<file path="config.mk">
export PLATFORM = sky130hd
export DESIGN_NAME = logic_sweep
export DESIGN_NICKNAME = d
export VERILOG_FILES = /design/src/rtl/logic_sweep.sv
export SDC_FILE = /design/constraint.sdc
export NUM_CORES = 1
export LEC_CHECK = 0
export CORE_UTILIZATION = 54
export DETAILED_ROUTE_END_ITERATION = 10
export GPL_TIMING_DRIVEN = 0
export PLACE_DENSITY = 0.93
export SLEW_MARGIN = 40
export SYNTH_ARGS = -nofsm -noshare
export SYNTH_HDL_FRONTEND = slang
export SYNTH_SLANG_ARGS = --single-unit
export TNS_END_PERCENT = 100
</file>
<file path="constraint.sdc">
create_clock -name clk -period 5.45 [get_ports clk]
set_input_delay 0.8175 -clock clk [delete_from_list [all_inputs] [get_ports clk]]
set_output_delay 0.8175 -clock clk [all_outputs]
set_load 0.1 [all_outputs]
</file>
<file path="src/rtl/logic_sweep.sv">
// rtl/logic_sweep.sv - programmable N-input boolean function with live output and exhaustive truth-table sweep
module logic_sweep #(
   parameter int N = 5,
   parameter logic [2**N-1:0] TT_INIT = 32'hFF14_1414
) (
   input  logic              clk,
   input  logic              rst_n,
   input  logic              cfg_we,
   input  logic [2**N-1:0]   cfg_tt,
   input  logic [N-1:0]      in_vec,
   output logic              z,
   input  logic              start,
   input  logic              abort,
   output logic              busy,
   output logic              done,
   output logic              sweep_valid,
   output logic [N-1:0]      sweep_idx,
   output logic              sweep_z,
   output logic [N:0]        ones_cnt
);

   typedef enum logic [1:0] {IDLE, SWEEP, DONE} state_t;

   localparam logic [N-1:0] IDX_ONE  = 1;
   localparam logic [N-1:0] IDX_LAST = '1;

   state_t          state;
   logic [2**N-1:0] tt;
   logic [N-1:0]    idx;

   // idx rests at 0 outside SWEEP (wrap on completion, clear on abort), so it drives sweep_idx directly
   assign sweep_valid = busy;
   assign sweep_idx   = idx;
   assign sweep_z     = busy & tt[idx];

   always_ff @(posedge clk or negedge rst_n) begin
      if (!rst_n) begin
         state    <= IDLE;
         tt       <= TT_INIT;
         idx      <= '0;
         z        <= 1'b0;
         ones_cnt <= '0;
         busy     <= 1'b0;
         done     <= 1'b0;
      end else begin
         z <= tt[in_vec];
         case (state)
            IDLE: begin
               done <= 1'b0;
               if (cfg_we)
                  tt <= cfg_tt;
               if (start) begin
                  state    <= SWEEP;
                  busy     <= 1'b1;
                  idx      <= '0;
                  ones_cnt <= '0;
               end
            end
            SWEEP: begin
               // abort wins over completion and discards the current cycle's count
               if (abort) begin
                  state <= IDLE;
                  busy  <= 1'b0;
                  idx   <= '0;
               end else begin
                  ones_cnt <= ones_cnt + {{N{1'b0}}, tt[idx]};
                  idx      <= idx + IDX_ONE;
                  if (idx == IDX_LAST) begin
                     state <= DONE;
                     busy  <= 1'b0;
                     done  <= 1'b1;
                  end
               end
            end
            DONE: begin
               state <= IDLE;
               done  <= 1'b0;
            end
            default: begin
               state <= IDLE;
               busy  <= 1'b0;
               done  <= 1'b0;
            end
         endcase
      end
   end

endmodule

</file>
# Word-level counts from Yosys, hierarchy flattened
# Cells that the tools add are included.
# totals
ff_bits	48
input_bits	42
output_inout_bits	16
wordCells	49
# op_classes
add_sub_neg	2
n_lt_le_gt_ge	2
eq_ne	7
mux	21
bitwise	2
reduce_logical	8
# ops
cell	count
$lt 5x6->1 const B	2
$mux 6	2
$pmux 6 s2	1
$bmux 1 s5	2
$mux 5	2
$pmux 5 s2	1
$mux 1	8
$reduce_and 2->1	4
$add 6x1->6	1
$mux 2	3
$ne 2x2->1 const B	3
$reduce_and 3->1	2
$add 5x1->5 const B	1
$eq 5x5->1 const B	1
$pmux 2 s2	1
$ne 3x3->1 const B	1
$pmux 1 s3	1
$eq 2x1->1 const B	1
$eq 2x2->1 const B	1
$logic_not 2->1	1
$reduce_bool 2->1	1
$and 1x1->1	1
$not 1->1	1

# Logic depth before layout (Yosys ltp)
# depth
word_depth	5
mapped_depth	11
ltp_nobuf	10

# Worst setup path before layout
# No wires, ideal clock.
# synth_path
path_type	register to output
from	register idx[0] (netlist: sweep_idx[0])
to	output port sweep_z
arrival_time_ps	4128
t_required_ps	4633
slack_ps	505
stages_incl_launch_ff	7
n_path_buf	1
cell_sequence	dfrtp_1 buf_2 inv_1 a311oi_1 o311a_1 a21oi_1 a21boi_0
# synth_between
elab_chain_cells	3
# synth_lines
element	line_no	source
start: declaration	29	logic [N-1:0] idx;
start signal: assignment	67	idx <= idx + IDX_ONE;
$bmux 1 s5	34	assign sweep_z = busy & tt[idx];
$mux 1 (not written as such)	34	
$and 1x1->1	34	
end: declaration	18	output logic sweep_z,
# No other way between the ends. The select of a mux whose other input is x is not followed.

# Final worst setup path
# Ends and elaborated chain as after synthesis.

==> flow_metrics.py <==
metrics = {
    "die": {
        "die_x_um": 70.5,
        "core_sq_um": 4440,
        "num_rows": 24,
        "num_io_pins": 58,
        "die_h_um": 70.5,
        "die_area_sq_um": 4970,
        "start_util_pct": 57.0,
    },
    "drt": {
        "routed_via_density": 5.91,
        "drtIter0Drc": 121,
        "first_pass_iters": 7,
        "wl_mm": 5.44,
        "ant_nets": 0,
        "vias": 1844,
        "post-route-drc-count": 11,
        "wl_per_cell_um": 17.4,
    },
    "run": {
        "drv_cap": 0,
    },
    "timing": {
        "relSlewSlack_pct": 46.1,
        "hold_viol": 0,
        "setup_viol": 0,
        "setup-tns-final_ns": 0,
        "tightest_slew_ns": 0.806,
        "setup_slack_ns": 2.14,
        "whs_ns": 0.407,
        "final_max_slew_viol_count": 0,
        "max_freq_mhz": 302,
        "timing.final.crit_share_pct": 60.8,
        "fin_skew_ns": 0.0153,
        "rsz0062_at_grt": "no",
        "fin_crit_ns": 3.31,
    },
    "final_layout": {
        "fin_nets": 305,
        "nFillCells": 310,
        "n_antenna_cell": 0,
        "final_cells": 312,
        "drive_gt1_share_pct": 37.3,
        "area_growth_pct": 27.1,
    },
    "power_and_ir_drop": {
        "p_per_area_nw_per_um2": 365,
        "p_leak_nw": 1.34,
        "vdd_ir_drop_max_mv": 0.194,
        "power.total_mw": 1.18,
    },
    "clock_tree": {
        "cts_num_sinks": 48,
        "post-cts-setup-buffers": 0,
        "cts_tree": "yes",
        "htreeDepth": 2,
        "cts_hold_buf": 0,
        "insertion_delay_ns": 0.31,
        "clockBufferDepth": 2,
        "path_clk_slew_ns": 0.09,
        "cts_made_buffers": 5,
        "clockRootBuffer": "clkbuf_8",
        "cts.repair.resized": 0,
    },
    "grt": {
        "gr-usage-all-layers_pct": 24.3,
        "grt_pass1_wl_mm": 9.11,
        "grt_pass1_vias": 1945,
        "grt_overflow_total": 0,
        "antenna_found_initial": 0,
        "grt_max_degree": 26,
    },
    "setup_path": {
        "r2r.worst_path.cells": 11,
        "cp.required_ns": 4.63,
        "crit_path_start_kind": "flip-flop",
        "crit_fanout": 10,
        "crit_path_end": "sweep_z",
        "reg2reg_to": "ones_cnt[5]$_DFFE_PN0P_",
        "end_kind": "output pin",
        "cpMostUsedCell": "buf_2",
        "crit_type": "reg2out",
        "worstPathCellList": "buf_2, inv_1, a311oi_1, o311a_1, a21oi_1, a21boi_0, buf_2",
        "r2r_setup_slack_ns": 2.88,
        "crit_arrival_ns": 2.49,
        "critPathSlowestCell": "dfrtp_1",
        "cp-startpoint": "sweep_idx[0]$_DFFE_PN0P_",
        "timing.rr.start": "sweep_idx[0]$_DFFE_PN0P_",
        "cpPeakStageDelay_ns": 0.49,
    },
    "logic_synthesis": {
        "ys_async_sr_fraction_pct": 100,
        "ys_ff_latch": 48,
        "synth.avg_cell_area_sq_um": 12.9,
        "synth_top_area_share_pct": 33.6,
        "synth.top_cells.by_area": "dfrtp_1 34%, mux2_2 17%, dfstp_2 15%, mux4_2 8.9%, mux2i_1 4.3%",
        "synth-seq-area-share_pct": 48.1,
        "mappedNetlistNets": 242,
        "synth_top_area_cell": "dfrtp_1",
        "ys_warn_count": 0,
        "synthTopCellsByCount": "38 x mux2_2, 34 x dfrtp_1, 14 x dfstp_2",
        "netlist_area_sq_um": 2530,
        "ys.flop_type": "dfrtp_1",
        "synth_cell_types": 34,
        "syn_inst": 196,
        "yosysMostFrequentCell": "mux2_2",
        "synth_edf_count": 0,
    },
    "placed_design": {
        "routabilityCongestion": 0.886,
        "port_buffers": 55,
        "pre_cts_ws_ns": 2.53,
        "dp.cells": 304,
        "place_hpwl_mm": 4.06,
    },
    "outcome": {
        "status": "finished, violations left",
        "violations": "DRC",
    },
    "hold_path": {
        "hold_class": "in2async",
    },
}
critical path: cells and delay by family, from the launching register on:
| family | cells | cell delay (ns) |
|---|---|---|
| buffers and inverters | 3 | 0.91 |
| AO/OA/AOI/OAI | 4 | 0.79 |
| flip-flops | 1 | 0.49 |
registers in the layout, indices dropped and copies added (netlist names):
| signal | cells |
|---|---|
| sweep_idx | 5 |
| z | 1 |
| ones_cnt | 6 |
| done | 1 |
| state | 2 |
| busy | 1 |
| tt | 32 |
where the power goes:
part           internal (mW)  total [mW]  switching (mW)  leakage [nW]
combinational          0.166       0.397           0.231         0.706
sequential             0.441       0.500          0.0584         0.571
clock                  0.162       0.280           0.118        0.0645
total                  0.769        1.18           0.408          1.34
metal layers:
layer  vias up  part of all wire, %  global-route usage (%)
met5         -                    0                       0
met4         0                  2.7                    10.2
met3        16                  5.2                    5.92
met2        58                   50                    40.3
met1       916                   43                    30.6
li1        854                    -                       -
logic make-up (layout without fill, tap and decap cells):
group,after synthesis,after routing,share of synthesized area (%)
multiplexers,59,59,30.1
adder cells (fa/ha/maj),4,4,1.98
buffers and inverters,18,82,3.26
flip-flops,48,48,48.1
AND/OR/NAND/NOR,35,35,7.16
AO/OA/AOI/OAI,28,28,8.00
XOR/XNOR,4,4,1.38
worst min path at each step:
stage                      start                       end  slack, ns  cells past startpoint
2_1_floorplan  tt[8]$_DFFE_PN0P_         tt[8]$_DFFE_PN0P_       0.49                      1
3_3_place_gp    done$_DFFE_PN0P_          done$_DFFE_PN0P_       0.48                      1
3_5_place_dp    done$_DFFE_PN0P_          done$_DFFE_PN0P_       0.48                      1
4_1_cts                    rst_n  sweep_idx[4]$_DFFE_PN0P_       0.41                      1
5_1_grt                    rst_n  sweep_idx[4]$_DFFE_PN0P_       0.41                      1
6_report                   rst_n   ones_cnt[3]$_DFFE_PN0P_       0.41                      1
layout make-up:
class / count / area (sq um) / area share [%]
multi-input combinational: 130 / 1230 / 38.3
clock buffer: 7 / 96.3 / 2.99
clock inverter: 1 / 30.0 / 0.932
timing repair buffer: 56 / 495 / 15.4
tap: 52 / 65.1 / 2.02
buffer: 11 / 56.3 / 1.75
inverter: 7 / 26.3 / 0.816
sequential: 48 / 1220 / 37.8
metrics by stage:
stage / utilization (%) / area (sq um)
after global placement: 70.9 / 3150
after CTS: 72.5 / 3220
after floorplan: - / 2530
final: 72.5 / 3220
after detailed placement: 69.6 / 3090
after global routing: 72.5 / 3220
cell usage in the layout, fill, tap and decap left out, types with 3 or more instances in the layout:
cell and count:
xor2_1 4, nand2_1 8, mux4_2 10, dfstp_2 14, buf_4 3, mux2i_1 11, nor2b_1 5, clkbuf_8 7
dfrtp_1 34, a21oi_1 4, clkdlybuf4s50_1 38, buf_2 22, mux2_2 38, a311oi_1 4, clkbuf_1 3, o21ai_0 6
nor2_1 8, ha_1 4, a22oi_1 3, inv_1 7
(Power assumes the default switching activity.)
==> RTL change 1: new RTL, same settings <==
Re-encode `state_t` (3 states) as one-hot, 3 bits wide.
--- a/src/rtl/logic_sweep.sv
+++ b/src/rtl/logic_sweep.sv
@@ -19,7 +19,7 @@
    output logic [N:0]        ones_cnt
 );
 
-   typedef enum logic [1:0] {IDLE, SWEEP, DONE} state_t;
+   typedef enum logic [2:0] {IDLE = 3'b001, SWEEP = 3'b010, DONE = 3'b100} state_t;
 
    localparam logic [N-1:0] IDX_ONE  = 1;
    localparam logic [N-1:0] IDX_LAST = '1;
Check against the original RTL: same outputs for any inputs over 4 cycles, from zero or initial values and one cycle with rst_n low; so few cycles prove little.
==> RTL change 1 against the original RTL <==
Total power increased by 17%; final area is 0.62% lower; sequential power rose by 23%; setup slack better by 67 ps; synthesized area rose by 1.0%; synthesized cell count up 2.0%; the run still ends with design-rule violations left; register-to-register slack lost 130 ps; largest power group unchanged; via count up 4.3%; routed wire length rose by 2.1%; sequential cell count increased by 1.
==> RTL change 1: results (changes against the original RTL) <==
Yosys:
- The compound-gate portion of the synthesized area is 6.30% (-1.7 points).
- The share of the synthesized netlist area taken by xor and xnor gates is 1.71% (+0.33 points).
- The share of synthesized cell area in full adder, half adder and majority cells was 1.96% (-0.020 points).
- After synthesis, the cell types taking the most area are sky130_fd_sc_hd__dfrtp_1, sky130_fd_sc_hd__dfstp_2, sky130_fd_sc_hd__mux2_2.
- The sequential share of the synthesized area is 48.6% (+0.53 points).
- The mean area per synthesized cell is 12.8 um2 (-0.98%).
- The synthesized netlist cell count is 200 (+2.0%).
- In the synthesized netlist, the cells that appear most often are sky130_fd_sc_hd__dfrtp_1, sky130_fd_sc_hd__mux2_2, sky130_fd_sc_hd__mux2i_1.
- The fraction of synthesized area in multiplexers was 29.6% (-0.55 points).

Critical path:
- The register-to-register setup slack came to 2750 ps (-130 ps).
- The biggest cell delay along the critical path is 450 ps (-40 ps).
- The start point of the critical path is sweep_idx[1].

Finish:
- The number of ordinary inverters in the final layout is 3 (-4).
- The layout overhead on the synthesized area is 25.0%.
- The fill cell instance count of the final layout is 331 (+6.8%).
- The count of sequential standard cells was 49 (+2.1%).
- The post-layout instance count excluding filler cells came to 316 (+1.3%).
- The share of the final layout cell area in multi-input gates is 39.1% (+0.83 points).
- The share of post-route cells with drive strength above 1 is 35.2% (-2.1 points).

Status:
- The flow ran to the end, but the final reports show violations.
- The final reports fail on design-rule violations.

Global routing:
- The first-pass GRT wire length is 8.85 mm (-2.9%).
- The largest net degree at the start of global routing is 34 (+31%).
- The global-route usage over all layers is 23.3% (-1.0 points).

Routing:
- The residual DRC count is 4 (-7).
- The average wire per cell in the routed design is 17.6 um (+0.80%).
- The routed via count divided by cell count is 6.09 (+3.0%).

Timing:
- The worst clock skew is 16.4 ps (+1.11 ps).

Power and ir drop:
- The highest ir drop seen on vdd was 0.297 mV (+53%).

Place:
- The weighted congestion reported at the end of routability-driven placement was 0.847 (-4.4%).
==> RTL change 1: worst min path at each step <==
stage                        to  slack [ps]  cells after the start
floorplan                tt[14]         500                      1
global placement    ones_cnt[0]         500                      2
detailed placement         done         500                      1
CTS                      tt[23]         370                      1
global route             tt[23]         380                      1
finish                   tt[23]         370                      1
==> RTL change 1: cells by family after synthesis <==
| kind of cell | count (synthesis) |
|---|---|
| muxes | 59 |
| buffers and inverters | 15 |
| adders and majority gates | 4 |
| DFF | 49 |
| and+or+nand+nor | 43 |
| AOI/OAI and AO/OA | 25 |
| xor gates and xnor gates | 5 |
==> RTL change 1: where the power goes <==
group          switching [mW]  leakage [nW]  internal (mW)
combinational           0.301         0.707          0.250
sequential             0.0968         0.585          0.518
clock                   0.118        0.0422         0.0903
total                   0.516          1.33          0.858
==> RTL change 1: layer usage <==
layer  share of wire, %  up-vias  GRT usage (%)
met1                 42      960           31.1
met5                  0        -              0
met3                6.4       14           4.99
met2                 50       83           37.7
met4                2.4        0           8.89
li1                   -      867              -
==> RTL change 2: new RTL, config.mk and constraints unchanged <==
Made on the original files. Change the parameter `N` from 5 to 7.
--- a/src/rtl/logic_sweep.sv
+++ b/src/rtl/logic_sweep.sv
@@ -1,6 +1,6 @@
 // rtl/logic_sweep.sv - programmable N-input boolean function with live output and exhaustive truth-table sweep
 module logic_sweep #(
-   parameter int N = 5,
+   parameter int N = 7,
    parameter logic [2**N-1:0] TT_INIT = 32'hFF14_1414
 ) (
    input  logic              clk,
Interface: changed (resized cfg_tt, in_vec, ones_cnt and sweep_idx); port bits go from 58 to 160. No check against the original RTL was run, so the function may have changed too.
==> RTL change 2 against the original RTL <==
Setup slack got worse by 800 ps; register-to-register slack got worse by 640 ps; clock skew down 5.9 ps; final area rose to 3.1 times the old value; clock power grew to 3.6 times the old value; cell count grew to 2.9 times the old value; synthesized cell count rose to 2.7 times the old value; routed wire length grew to 3.9 times the old value; sequential share of layout area is 1.0 points lower; sequential cell count up 100; combinational power grew to 2.6 times the old value; utilization decreased by 0.45 points; total power increased to 3.0 times the old value; synthesized area rose to 3.1 times the old value.
==> RTL change 2: results (changes against the original RTL) <==
Power and ir drop:
- The cell leakage power is 4.05 nW (+200%).
- The share of power burned in the clock network is 28.1% (+4.3 points).
- The sequential power is 1.54 mW (+210%).
- The combinational share of power is 28.9% (-4.8 points).
- The highest ir drop seen on vdd came to 0.276 mV (+42%).

Timing:
- The worst path setup slack after routing is 1340 ps (-802 ps).
- The hold slack is 264 ps (-143 ps).
- The slew at the pin closest to its max-slew limit is 803 ps (-3.15 ps).

Finish:
- The fill cell instance count of the final layout is 895 (+190%).
- The number of flip-flops under the largest register name is 128 (+300%).
- The layout net count was 852 (+180%).
- The number of ordinary inverters in the final layout was 6 (-1).
- The number of multi-input logic gates is 338 (+160%).
- The final-layout clock-cell area share came to 4.89% (+0.96 points).
- The number of clock buffers in the layout came to 24 (+17).
- The number of non-clock buffers in the layout is 198 (+200%).
- The share of post-route cells with drive strength above 1 is 37.4% (+0.053 points).
- The area taken by flip-flops and latches is 0.00372 mm2 (+210%).

Critical path:
- The cell type of the slowest stage on the worst timing path is sky130_fd_sc_hd__buf_2.
- The startpoint identified for the worst register-to-register timing path is sweep_idx[1].
- The data arrival time of the worst path was 3300 ps (+810 ps).
- The logic depth of the worst register-to-register path is 12 (+1).

Yosys:
- The number of distinct library cells after synthesis is 46 (+35%).
- The sequential share of the synthesized area is 47.4% (-0.73 points).
- In the synthesized netlist, the cells that appear most often are sky130_fd_sc_hd__dfrtp_1, sky130_fd_sc_hd__mux2_2, sky130_fd_sc_hd__mux4_2.
- The compound-gate portion of the synthesized area came to 3.54% (-4.5 points).
- In the post-synthesis netlist, the biggest area contributors are sky130_fd_sc_hd__dfrtp_1, sky130_fd_sc_hd__mux2_2, sky130_fd_sc_hd__mux4_2.
- The fraction of synthesized area in multiplexers is 40.3% (+10 points).

CTS:
- The depth of the CTS H-tree is 4 (+2).
- The clock input transition at the sequential cells of the worst setup and hold paths was 60 ps (-30 ps).
- The latest clock arrival within the worst-skew pair came to 430 ps (+120 ps).

Routing:
- The average wire per cell in the routed design came to 23.3 um (+34%).
- The detailed route wirelength on metal2 is 10.8 mm (+300%).
- The met1 routed wirelength after detailed routing is 7.70 mm (+230%).
- The met3 layer wire length in the routed design is 1.80 mm (+530%).
- The starting DRC count in detailed routing is 497 (+310%).
- The routed via count divided by cell count came to 6.36 (+7.6%).

Place:
- The number of cells in the design after placement is 870 (+190%).
- The weighted congestion reported at the end of routability-driven placement is 0.947 (+6.9%).
- The port buffer count is 157 (+190%).
- The pre-CTS setup slack is 1850 ps (-680 ps).
- The HPWL reported at the end of detailed placement is 15.7 mm (+290%).

Global routing:
- The met1 track demand over resource is 37.5% (+6.9 points).
- The number of global-route vias before repair is 6,031 (+210%).
- The largest net degree at the start of global routing was 60 (+130%).
- The met3 global-route usage came to 7.62% (+1.7 points).
- The first-pass GRT wire length is 32.7 mm (+260%).

Status:
- The run finished with clean final reports.
RTL change 2: changes by cell type after synthesis, moves of 4 or more:
cell                        delta
sky130_fd_sc_hd__dfrtp_1     +100
sky130_fd_sc_hd__mux2_2       +96
sky130_fd_sc_hd__mux4_2       +46
sky130_fd_sc_hd__clkbuf_1     +17
sky130_fd_sc_hd__nand2_1      +14
sky130_fd_sc_hd__mux4_1        +9
sky130_fd_sc_hd__nand3_1       +8
sky130_fd_sc_hd__nor2_1        +7
sky130_fd_sc_hd__nand4_1       +6
sky130_fd_sc_hd__mux2i_1       +5
sky130_fd_sc_hd__a311oi_1      -4
sky130_fd_sc_hd__a31oi_1       +4
sky130_fd_sc_hd__o2111ai_1     +4
RTL change 2: cells by family (layout without fill, tap and decap cells):
group | after synthesis | count (layout)
adder cells (fa/ha/maj) | 3 | 3
multiplexers | 215 | 215
flip-flops | 148 | 148
AND/OR/NAND/NOR | 72 | 72
buffers and inverters | 45 | 234
AO/OA/AOI/OAI | 40 | 40
XOR/XNOR | 8 | 8
